`src/rtl/sdcard_writeback.sv`:
```
// Streams WORD_COUNT 64-bit RAM words to an SdCardCtrl instance as zero-padded 512-byte blocks.
// Defining SDCARD_WRITEBACK_CHECKSUM_EN adds a wrapping byte-sum of every non-pad byte accepted.
module sdcard_writeback #(
    parameter logic [24:0] WORD_COUNT = 25'h250000,
    parameter logic        SDHC       = 1'b1
) (
    input  logic        clk50,
    input  logic        reset,
    input  logic        start,
    output logic        ram_re,
    output logic [20:0] ram_address,
    input  logic [63:0] ram_rdata,
    input  logic        ram_data_valid,
    output logic        sd_wr,
    output logic        sd_continue,
    output logic [31:0] sd_addr,
    output logic [7:0]  sd_wdata,
    output logic        sd_hndshk_out,
    input  logic        sd_hndshk_in,
    input  logic        sd_busy,
    input  logic [15:0] sd_error,
    output logic        busy,
    output logic        done,
    output logic        error,
    output logic [31:0] checksum
);

    typedef enum logic [3:0] {
        WAIT_INIT,
        IDLE,
        BLK_START,
        RAM_REQ,
        BYTE_OFFER,
        BYTE_RELEASE,
        BLK_END,
        DONE,
        ERROR
    } state_t;

    // One spare bit so padding the final block can never wrap the word counter.
    localparam logic [25:0] WordLimit = {1'b0, WORD_COUNT};

    state_t      state_q, state_d;
    logic [25:0] wordCnt_q, wordCnt_d;
    logic [8:0]  byteCnt_q, byteCnt_d;
    logic [63:0] dataWord_q, dataWord_d;

    logic        wordsLeft;
    logic        runStart;
    logic        byteAccept;
    logic [5:0]  byteShift;
    logic [7:0]  curByte;

    assign wordsLeft  = wordCnt_q < WordLimit;
    assign runStart   = ((state_q == IDLE) || (state_q == DONE)) && start;
    assign byteAccept = (state_q == BYTE_OFFER) && sd_hndshk_in;
    assign byteShift  = {3'd7 - byteCnt_q[2:0], 3'b000};
    assign curByte    = 8'(dataWord_q >> byteShift);

    always_ff @(posedge clk50) begin
        if (reset) begin
            state_q    <= WAIT_INIT;
            wordCnt_q  <= '0;
            byteCnt_q  <= '0;
            dataWord_q <= '0;
        end else begin
            state_q    <= state_d;
            wordCnt_q  <= wordCnt_d;
            byteCnt_q  <= byteCnt_d;
            dataWord_q <= dataWord_d;
        end
    end

    always_comb begin
        state_d    = state_q;
        wordCnt_d  = wordCnt_q;
        byteCnt_d  = byteCnt_q;
        dataWord_d = dataWord_q;
        case (state_q)
            WAIT_INIT: begin
                if (!sd_busy) begin
                    state_d = (sd_error == 16'h0000) ? IDLE : ERROR;
                end
            end
            IDLE, DONE: begin
                if (start) begin
                    wordCnt_d = '0;
                    state_d   = (WORD_COUNT == 25'd0) ? DONE : BLK_START;
                end
            end
            BLK_START: begin
                if (sd_busy) begin
                    byteCnt_d = '0;
                    state_d   = RAM_REQ;
                end
            end
            RAM_REQ: begin
                if (!wordsLeft) begin
                    dataWord_d = '0;
                    state_d    = BYTE_OFFER;
                end else if (ram_data_valid) begin
                    dataWord_d = ram_rdata;
                    state_d    = BYTE_OFFER;
                end
            end
            BYTE_OFFER: begin
                if (sd_hndshk_in) begin
                    state_d = BYTE_RELEASE;
                end
            end
            BYTE_RELEASE: begin
                if (!sd_hndshk_in) begin
                    byteCnt_d = byteCnt_q + 9'd1;
                    if (byteCnt_q[2:0] == 3'd7) begin
                        wordCnt_d = wordCnt_q + 26'd1;
                    end
                    if (byteCnt_q == 9'd511) begin
                        state_d = BLK_END;
                    end else if (byteCnt_q[2:0] == 3'd7) begin
                        state_d = RAM_REQ;
                    end else begin
                        state_d = BYTE_OFFER;
                    end
                end
            end
            BLK_END: begin
                if (!sd_busy) begin
                    if (sd_error != 16'h0000) begin
                        state_d = ERROR;
                    end else if (!wordsLeft) begin
                        state_d = DONE;
                    end else begin
                        state_d = BLK_START;
                    end
                end
            end
            ERROR: begin
                state_d = ERROR;
            end
            default: begin
                state_d = WAIT_INIT;
            end
        endcase
    end

    // Outputs are forced low while reset is held so an abandoned block sees no further edges.
    always_comb begin
        ram_re        = 1'b0;
        ram_address   = '0;
        sd_wr         = 1'b0;
        sd_continue   = 1'b0;
        sd_addr       = '0;
        sd_wdata      = '0;
        sd_hndshk_out = 1'b0;
        busy          = 1'b0;
        done          = 1'b0;
        error         = 1'b0;
        if (!reset) begin
            ram_address = wordCnt_q[20:0];
            sd_addr     = SDHC ? {12'b0, wordCnt_q[25:6]} : {3'b0, wordCnt_q, 3'b000};
            case (state_q)
                BLK_START: begin
                    sd_wr = 1'b1;
                    busy  = 1'b1;
                end
                RAM_REQ: begin
                    ram_re = wordsLeft;
                    busy   = 1'b1;
                end
                BYTE_OFFER: begin
                    sd_hndshk_out = 1'b1;
                    sd_wdata      = curByte;
                    busy          = 1'b1;
                end
                BYTE_RELEASE, BLK_END: begin
                    busy = 1'b1;
                end
                DONE: begin
                    done = 1'b1;
                end
                ERROR: begin
                    error = 1'b1;
                end
                default: begin
                    busy = 1'b0;
                end
            endcase
        end
    end

`ifdef SDCARD_WRITEBACK_CHECKSUM_EN
    logic [31:0] checksum_q, checksum_d;

    // Pad bytes are recognised by the word counter having passed the requested word count.
    always_comb begin
        checksum_d = checksum_q;
        if (runStart) begin
            checksum_d = '0;
        end else if (byteAccept && wordsLeft) begin
            checksum_d = checksum_q + {24'b0, curByte};
        end
    end

    always_ff @(posedge clk50) begin
        if (reset) begin
            checksum_q <= '0;
        end else begin
            checksum_q <= checksum_d;
        end
    end

    assign checksum = reset ? 32'h0 : checksum_q;
`else
    assign checksum = 32'h0;
`endif

endmodule

```
`config.mk`:
```
export PLATFORM = sky130hd
export DESIGN_NAME = sdcard_writeback
export DESIGN_NICKNAME = d
export VERILOG_FILES = /design/src/rtl/sdcard_writeback.sv
export SDC_FILE = /design/constraint.sdc
export NUM_CORES = 1
export LEC_CHECK = 0
export ABC_AREA = 1
export BUFFER_PORTS_ARGS = -buffer_cell sky130_fd_sc_hd__buf_2
export CORE_ASPECT_RATIO = 1.75
export CORE_UTILIZATION = 35
export CTS_BUF_LIST = sky130_fd_sc_hd__clkbuf_8 sky130_fd_sc_hd__clkbuf_16
export DETAILED_ROUTE_END_ITERATION = 16
export GPL_ROUTABILITY_DRIVEN = 0
export PLACE_DENSITY = 0.69
export SLEW_MARGIN = 25
export SYNTH_ARGS = -nofsm -noshare
export SYNTH_HDL_FRONTEND = slang
export SYNTH_SLANG_ARGS = --single-unit
```
`constraint.sdc`:
```
create_clock -name clk50 -period 2.1 [get_ports clk50]
set_input_delay 0.42 -clock clk50 [delete_from_list [all_inputs] [get_ports clk50]]
set_output_delay 0.42 -clock clk50 [all_outputs]
set_load 0.005 [all_outputs]
```
==> impl_metrics.csv, run 1 <==
group,metric,value,unit
status,result_of_the_run,"finished clean",
power_and_ir_drop,power_per_cell_area,558,nW/um^2
setup_path,critPathMostFrequentCell,"sky130_fd_sc_hd__nor2_1",
setup_path,cpLargestDelayFamily,"flip-flops",
setup_path,cp_slowest_cell,"sky130_fd_sc_hd__dfxtp_4",
timing,finalWorstPathRequiredPeriod,2090,ps
timing,fmax,478,MHz
logic_synthesis,postSynthAreaPerCell,6.41,sq um
floorplan,core_area,16400,sq um
logic_synthesis,ys_warn_count,0,
drt,first_iter_violations,186,
setup_path,critPathArrivalTime,1670,ps
setup_path,critPathBufInv,3,
power_and_ir_drop,power.static_leakage,3.03,nW
final_layout,syn2layout_area_growth,19.9,%
timing,grt_setup_unrepaired,"true",
setup_path,endpoint_kind,"primary output",
place,place.detailed.hpwl,11600,um
floorplan,fp.dieArea,17300,sq um
grt,grt_usage,0.185,
drt,total_via_count_in_the_routed_design,5917,
timing,timing_max_transition_violations_final,0,
final_layout,final_util,0.429,
setup_path,critical_path_class,"reg2out",
logic_synthesis,synth_top_area_cell,"sky130_fd_sc_hd__dfxtp_1",
timing,clock_skews,11.4,ps
logic_synthesis,synth_seq_area_share,0.351,
logic_synthesis,synth_top_area_share,0.351,
timing,setup-tns-final,0,ps
logic_synthesis,yosys.cell_types.count,31,
clocking,cts_max_path_buffers,2,
floorplan,floorplan.initialDensity,0.358,
logic_synthesis,ys_seq_elements,103,
logic_synthesis,yosys-top-cells-count,"sky130_fd_sc_hd__nand2_1 (250), sky130_fd_sc_hd__nor2_1 (163), sky130_fd_sc_hd__dfxtp_1 (103)",
drt,drt-wirelength-per-cell,12.6,um
power_and_ir_drop,ir_worst_vdd,0.338,mV
grt,grt_first_pass_wirelength,25700,um
floorplan,die_width,100,um
timing,setup_viol_count_final,0,
timing,period_share,0.995,
setup_path,critical_path_peak_fanout,16,
final_layout,fillCellCount,1790,
setup_path,timing.reg2reg.setup_slack,220,ps
setup_path,timing.critical_path.cells,"inv_4, buf_12, nor2_1, o32ai_2, o21ai_0, nor2_1, buf_2",
place,dpl-instance-area,6520,sq um
clocking,tritoncts,"done",
grt,antenna_found_initial,0,
clocking,cts_made_buffers,9,
drt,post-route-drc-count,0,
logic_synthesis,yosys.cell_count.top_type,"sky130_fd_sc_hd__nand2_1",
place,place.port_buffers,140,
logic_synthesis,synthCells,917,
setup_path,timing.critical_path.slowest_cell_delay,390,ps
clocking,clock-root-buffer,"sky130_fd_sc_hd__clkbuf_16",
floorplan,floorplan.die.height,173,um
grt,grt_overflow,0,
final_layout,final_area,7050,sq um
clocking,worstSkewPairLatency,350,ps
drt,totalWireLength,15800,um
timing,fin_hold_ws,311,ps
setup_path,start_kind,"flip-flop",
logic_synthesis,yosys-top-cells-area,"sky130_fd_sc_hd__dfxtp_1 (35%), sky130_fd_sc_hd__nand2_1 (16%), sky130_fd_sc_hd__nor2_1 (10%), sky130_fd_sc_hd__buf_4 (7.8%), sky130_fd_sc_hd__a21oi_1 (7.4%)",
timing,timing_hold_violations_final,0,
hold_path,hp-class,"in2reg",
final_layout,nNetsFinal,1117,
drt,ant_nets,0,
logic_synthesis,number_of_enable_flip_flop_cells_after_synthesis,0,
clocking,clkSinkCount,103,
floorplan,num_io_pins,186,
drt,routed_via_count_divided_by_cell_count,4.71,
logic_synthesis,synthFlopType,"sky130_fd_sc_hd__dfxtp_1",
setup_path,worstPathRequired,1680,ps
floorplan,std_cell_rows,62,
logic_synthesis,synthArstFlopShare,0,
grt,first_global_vias,5549,
clocking,htree_levels,3,
final_layout,layout-drive-gt1-share,0.213,
clocking,path_clk_slew,80,ps
logic_synthesis,netlist_area,5880,sq um
drt,first_pass_iters,5,
final_layout,antennaDiodeCount,0,
run,cap_viol_max_count,0,
grt,largest_net_degree_at_the_start_of_global_routing,75,
-- worst register-to-register path: cells and delay by family, from the launching register on --
kind	cells	cell delay [ps]
AO/OA/AOI/OAI	1	110
buffers and inverters	1	40
AND/OR/NAND/NOR	10	880
adder cells (fa/ha/maj)	2	390
flip-flops	1	390
-- worst paths after layout --
check,end,cells after the start,startpoint
max reg2reg,state_q[0],14,byteCnt_q[0]
min reg2reg,dataWord_q[40],2,dataWord_q[40]
min,dataWord_q[63],3,ram_rdata[63]
max,sd_wdata[3],7,byteCnt_q[0]
-- placed cells by master (no fill, tap or decap), drive strengths merged --
cell type / netlist / routed
nor2: 172 / 172
clkbuf: 25 / 10
conb: 1 / 45
a21oi: 87 / 87
nand4: 15 / 15
nand3: 31 / 31
clkinv: 1 / 2
o32ai: 16 / 16
dfxtp: 103 / 103
buf: 77 / 156
a211oi: 1 / 1
inv: 69 / 74
nand3b: 3 / 3
ha: 4 / 4
nor3: 16 / 16
and2: 1 / 1
nor4: 2 / 2
bufinv: 0 / 1
or2: 1 / 1
and3: 1 / 1
o21ai: 35 / 35
nand2: 256 / 256
-- metal layers --
| layer | up-vias | part of all wire | global-route usage |
|---|---|---|---|
| li1 | 3034 | - | - |
| met1 | 2689 | 0.38 | 0.189 |
| met2 | 174 | 0.56 | 0.363 |
| met3 | 20 | 0.036 | 0.0246 |
| met4 | 0 | 0.025 | 0.0749 |
| met5 | - | 0 | 0 |
-- flip-flops by register name (all words and copies together) (netlist names) --
register,cells
dataWord_q,64
wordCnt_q,26
byteCnt_q,9
state_q,4
-- cells by family after synthesis --
family	synth area share
AOI/OAI and AO/OA	0.131
adders and majority gates	0.00851
buffers and inverters	0.160
DFF	0.351
other	0.000638
and+or+nand+nor	0.350
-- metrics by stage --
stage	power (mW)	setup WS [ps]	std cells
floorplan	2.14	205	961
global placement	2.19	120	1237
detailed placement	2.19	93.5	1237
CTS	3.98	-8.35	1254
global route	4.07	-53.1	1256
finish	3.94	10.0	1256
-- where the power goes --
group	internal (mW)	switching, mW	total, mW
Combinational	0.0757	0.116	0.192
Sequential	1.95	0.00260	1.95
Clock	0.966	0.827	1.79
Total	2.99	0.946	3.94
-- cell type report --
cell class                 count  area (sq um)  share of cell area
clock buffer                   9           225              0.0319
timing repair buffer         157           956               0.136
tap                          224           280              0.0397
sequential                   103          2070               0.293
clock inverter                 7          95.1              0.0135
inverter                      70           268              0.0380
multi-input combinational    686          3160               0.448
-- repair_timing --
| item | 4_1_cts | 5_1_grt |
|---|---|---|
| resized for setup | 18 | 19 |
| setup endpoints to repair | 9 | 9 |
| cloned | 1 | 1 |
| hold buffers | 0 | 0 |
| setup buffers | 0 | 1 |
| pin swaps | 1 | 3 |
(Power assumes the default switching activity.)
==> run 2, diff against run 1 <==
==> constraint.sdc (replaced) <==
create_clock -name clk50 -period 2.53 [get_ports clk50]
set_input_delay 0.506 -clock clk50 [delete_from_list [all_inputs] [get_ports clk50]]
set_output_delay 0.506 -clock clk50 [all_outputs]
set_load 0.02 [all_outputs]
==> run 2 against run 1 <==
Net effect: wire length fell by 2.6%; clock power fell by 24%; via count fell by 0.69%; core utilization fell by 1.5 points; non-clock buffer count fell by 6; first-iteration DRC count fell by 3.2%; global-route usage fell by 0.51 points; die area did not move; critical path depth fell by 1; critical endpoint is now sd_wdata[2]; largest cell class unchanged.
==> impl_metrics.csv, run 2 (same netlist as run 1, synthesis figures left out) <==
group,metric,value,unit
status,result_of_the_run,"finished clean",
timing,finalWorstPathRequiredPeriod,2380,ps
clocking,cts_max_path_buffers,2,
place,pre_cts_ws,306,ps
final_layout,layout_commonest_cell,"sky130_fd_sc_hd__nand2_1",
clocking,worstSkewPairLatency,340,ps
timing,final_critical_path_setup_slack,151,ps
timing,setup-tns-final,0,ps
drt,total_via_count_in_the_routed_design,5876,
timing,grt_setup_unrepaired,"false",
power_and_ir_drop,ir_worst_vdd,0.315,mV
final_layout,footprint_of_the_multi_input_gates,3080,sq um
drt,post-route-drc-count,0,
drt,first_pass_iters,5,
floorplan,num_io_pins,186,
drt,first_iter_violations,180,
grt,antenna_found_initial,0,
setup_path,critPathArrivalTime,1870,ps
clocking,cts_hold_buffers,0,
grt,first_global_vias,5415,
clocking,cts_made_buffers,9,
setup_path,critPathBufInv,2,
clocking,htree_levels,3,
final_layout,final_util,0.413,
timing,period_share,0.940,
grt,largest_net_degree_at_the_start_of_global_routing,69,
timing,fmax,420,MHz
final_layout,mostFrequentLayoutCells,"sky130_fd_sc_hd__nand2_1 (250), sky130_fd_sc_hd__nor2_1 (163), sky130_fd_sc_hd__buf_2 (139)",
grt,grt_overflow,0,
setup_path,cp_slowest_cell,"sky130_fd_sc_hd__dfxtp_1",
timing,slew_headroom,0.513,
final_layout,number_of_flip_flops_in_the_largest_register,64,
setup_path,timing.critical_path.slowest_cell_delay,340,ps
drt,drt-wirelength-per-cell,12.3,um
final_layout,antennaDiodeCount,0,
drt,routed_via_count_divided_by_cell_count,4.70,
final_layout,largest_regs,"dataWord_q: 64 flops, wordCnt_q: 26 flops, byteCnt_q: 9 flops",
timing,clock_skews,16.0,ps
timing,timing_max_transition_violations_final,0,
run,cap_viol_max_count,0,
timing,setup_viol_count_final,0,
floorplan,floorplan.initialDensity,0.358,
clocking,tritoncts,"done",
setup_path,start_kind,"flip-flop",
power_and_ir_drop,p_total,3.18,mW
hold_path,hp-class,"in2reg",
floorplan,std_cell_rows,62,
final_layout,registers.top_by_ff_count,"dataWord_q",
clocking,path_clk_slew,80,ps
drt,ant_nets,0,
timing,timing_hold_violations_final,0,
floorplan,die_width,100,um
grt,grt_first_pass_wirelength,25000,um
setup_path,critPathMostFrequentCell,"sky130_fd_sc_hd__o21ai_0",
setup_path,endpoint_kind,"primary output",
final_layout,layout.area.seq,2060,sq um
setup_path,timing.critical_path.cells,"buf_4, o21ai_0, o32ai_2, o21ai_0, nor2_1, buf_2",
power_and_ir_drop,power.static_leakage,2.93,nW
setup_path,critical_path_class,"reg2out",
setup_path,cpLargestDelayFamily,"compound AO/OA/AOI/OAI gates",
grt,grt_usage,0.180,
drt,totalWireLength,15400,um
setup_path,worstPathRequired,2020,ps
floorplan,floorplan.die.height,173,um
place,place.port_buffers,140,
clocking,clock-root-buffer,"sky130_fd_sc_hd__clkbuf_16",
power_and_ir_drop,power_per_cell_area,468,nW/um^2
clocking,clkSinkCount,103,
setup_path,critical_path_peak_fanout,34,
timing,worst_pin_slew,731,ps
place,place.detailed.hpwl,11500,um
final_layout,fillCellCount,1827,
final_layout,nNetsFinal,1111,
floorplan,core_area,16400,sq um
floorplan,fp.dieArea,17300,sq um
final_layout,layout-drive-gt1-share,0.189,
final_layout,syn2layout_area_growth,15.6,%
## run 2: routing by layer
layer	routed length (um)	up-vias	global-route usage
li1	-	3024	-
met1	5960	2619	0.194
met2	8190	198	0.334
met3	592	35	0.0234
met4	631	0	0.0900
met5	0	-	0
## run 2: final cells by class
type                    count  share of cell area
inverters                  70              0.0386
repair buffers            151               0.121
flip-flops and latches    103               0.303
well taps                 224              0.0412
clock buffers               9              0.0331
multi-input cells         686               0.452
clock inverters             7             0.00975
## run 2: worst paths after layout
path / end / start / slack, ps / cells past startpoint
hold reg to reg: dataWord_q[8] / dataWord_q[8] / 460 / 2
setup reg to reg: wordCnt_q[8] / byteCnt_q[0] / 510 / 9
hold / removal: dataWord_q[43] / ram_rdata[43] / 400 / 3
setup / recovery: sd_wdata[2] / byteCnt_q[1] / 150 / 6
## run 2: worst reg2reg max path: stages (launching register included)
cell and delay (ps):
sky130_fd_sc_hd__dfxtp_2 390, sky130_fd_sc_hd__ha_1 180, sky130_fd_sc_hd__ha_1 160, sky130_fd_sc_hd__inv_1 60, sky130_fd_sc_hd__nor2_2 130, sky130_fd_sc_hd__nor2_2 70
sky130_fd_sc_hd__nor2_4 490, sky130_fd_sc_hd__nand2_1 180, sky130_fd_sc_hd__nor3_1 170, sky130_fd_sc_hd__nor2_1 60
## run 2: report_power, final
group | switching [mW] | internal [mW] | total [mW]
combinational | 0.138 | 0.0604 | 0.198
sequential | 0.00213 | 1.62 | 1.62
clock | 0.668 | 0.691 | 1.36
## run 2: metrics by stage
stage	cell area, sq um	hold slack, ps	cells
finish	6800	397	1250
global placement	6460	450	1234
global route	6800	391	1250
floorplan	6050	441	961
CTS	6770	386	1250
detailed placement	6460	453	1234
## run 2: repair_timing
action | in CTS | in global routing
gates cloned | 0 | 0
endpoints found under the hold margin | 0 | 0
gates resized for setup | 2 | 7
buffers inserted | 0 | 0
endpoints found under the setup margin | 3 | 6
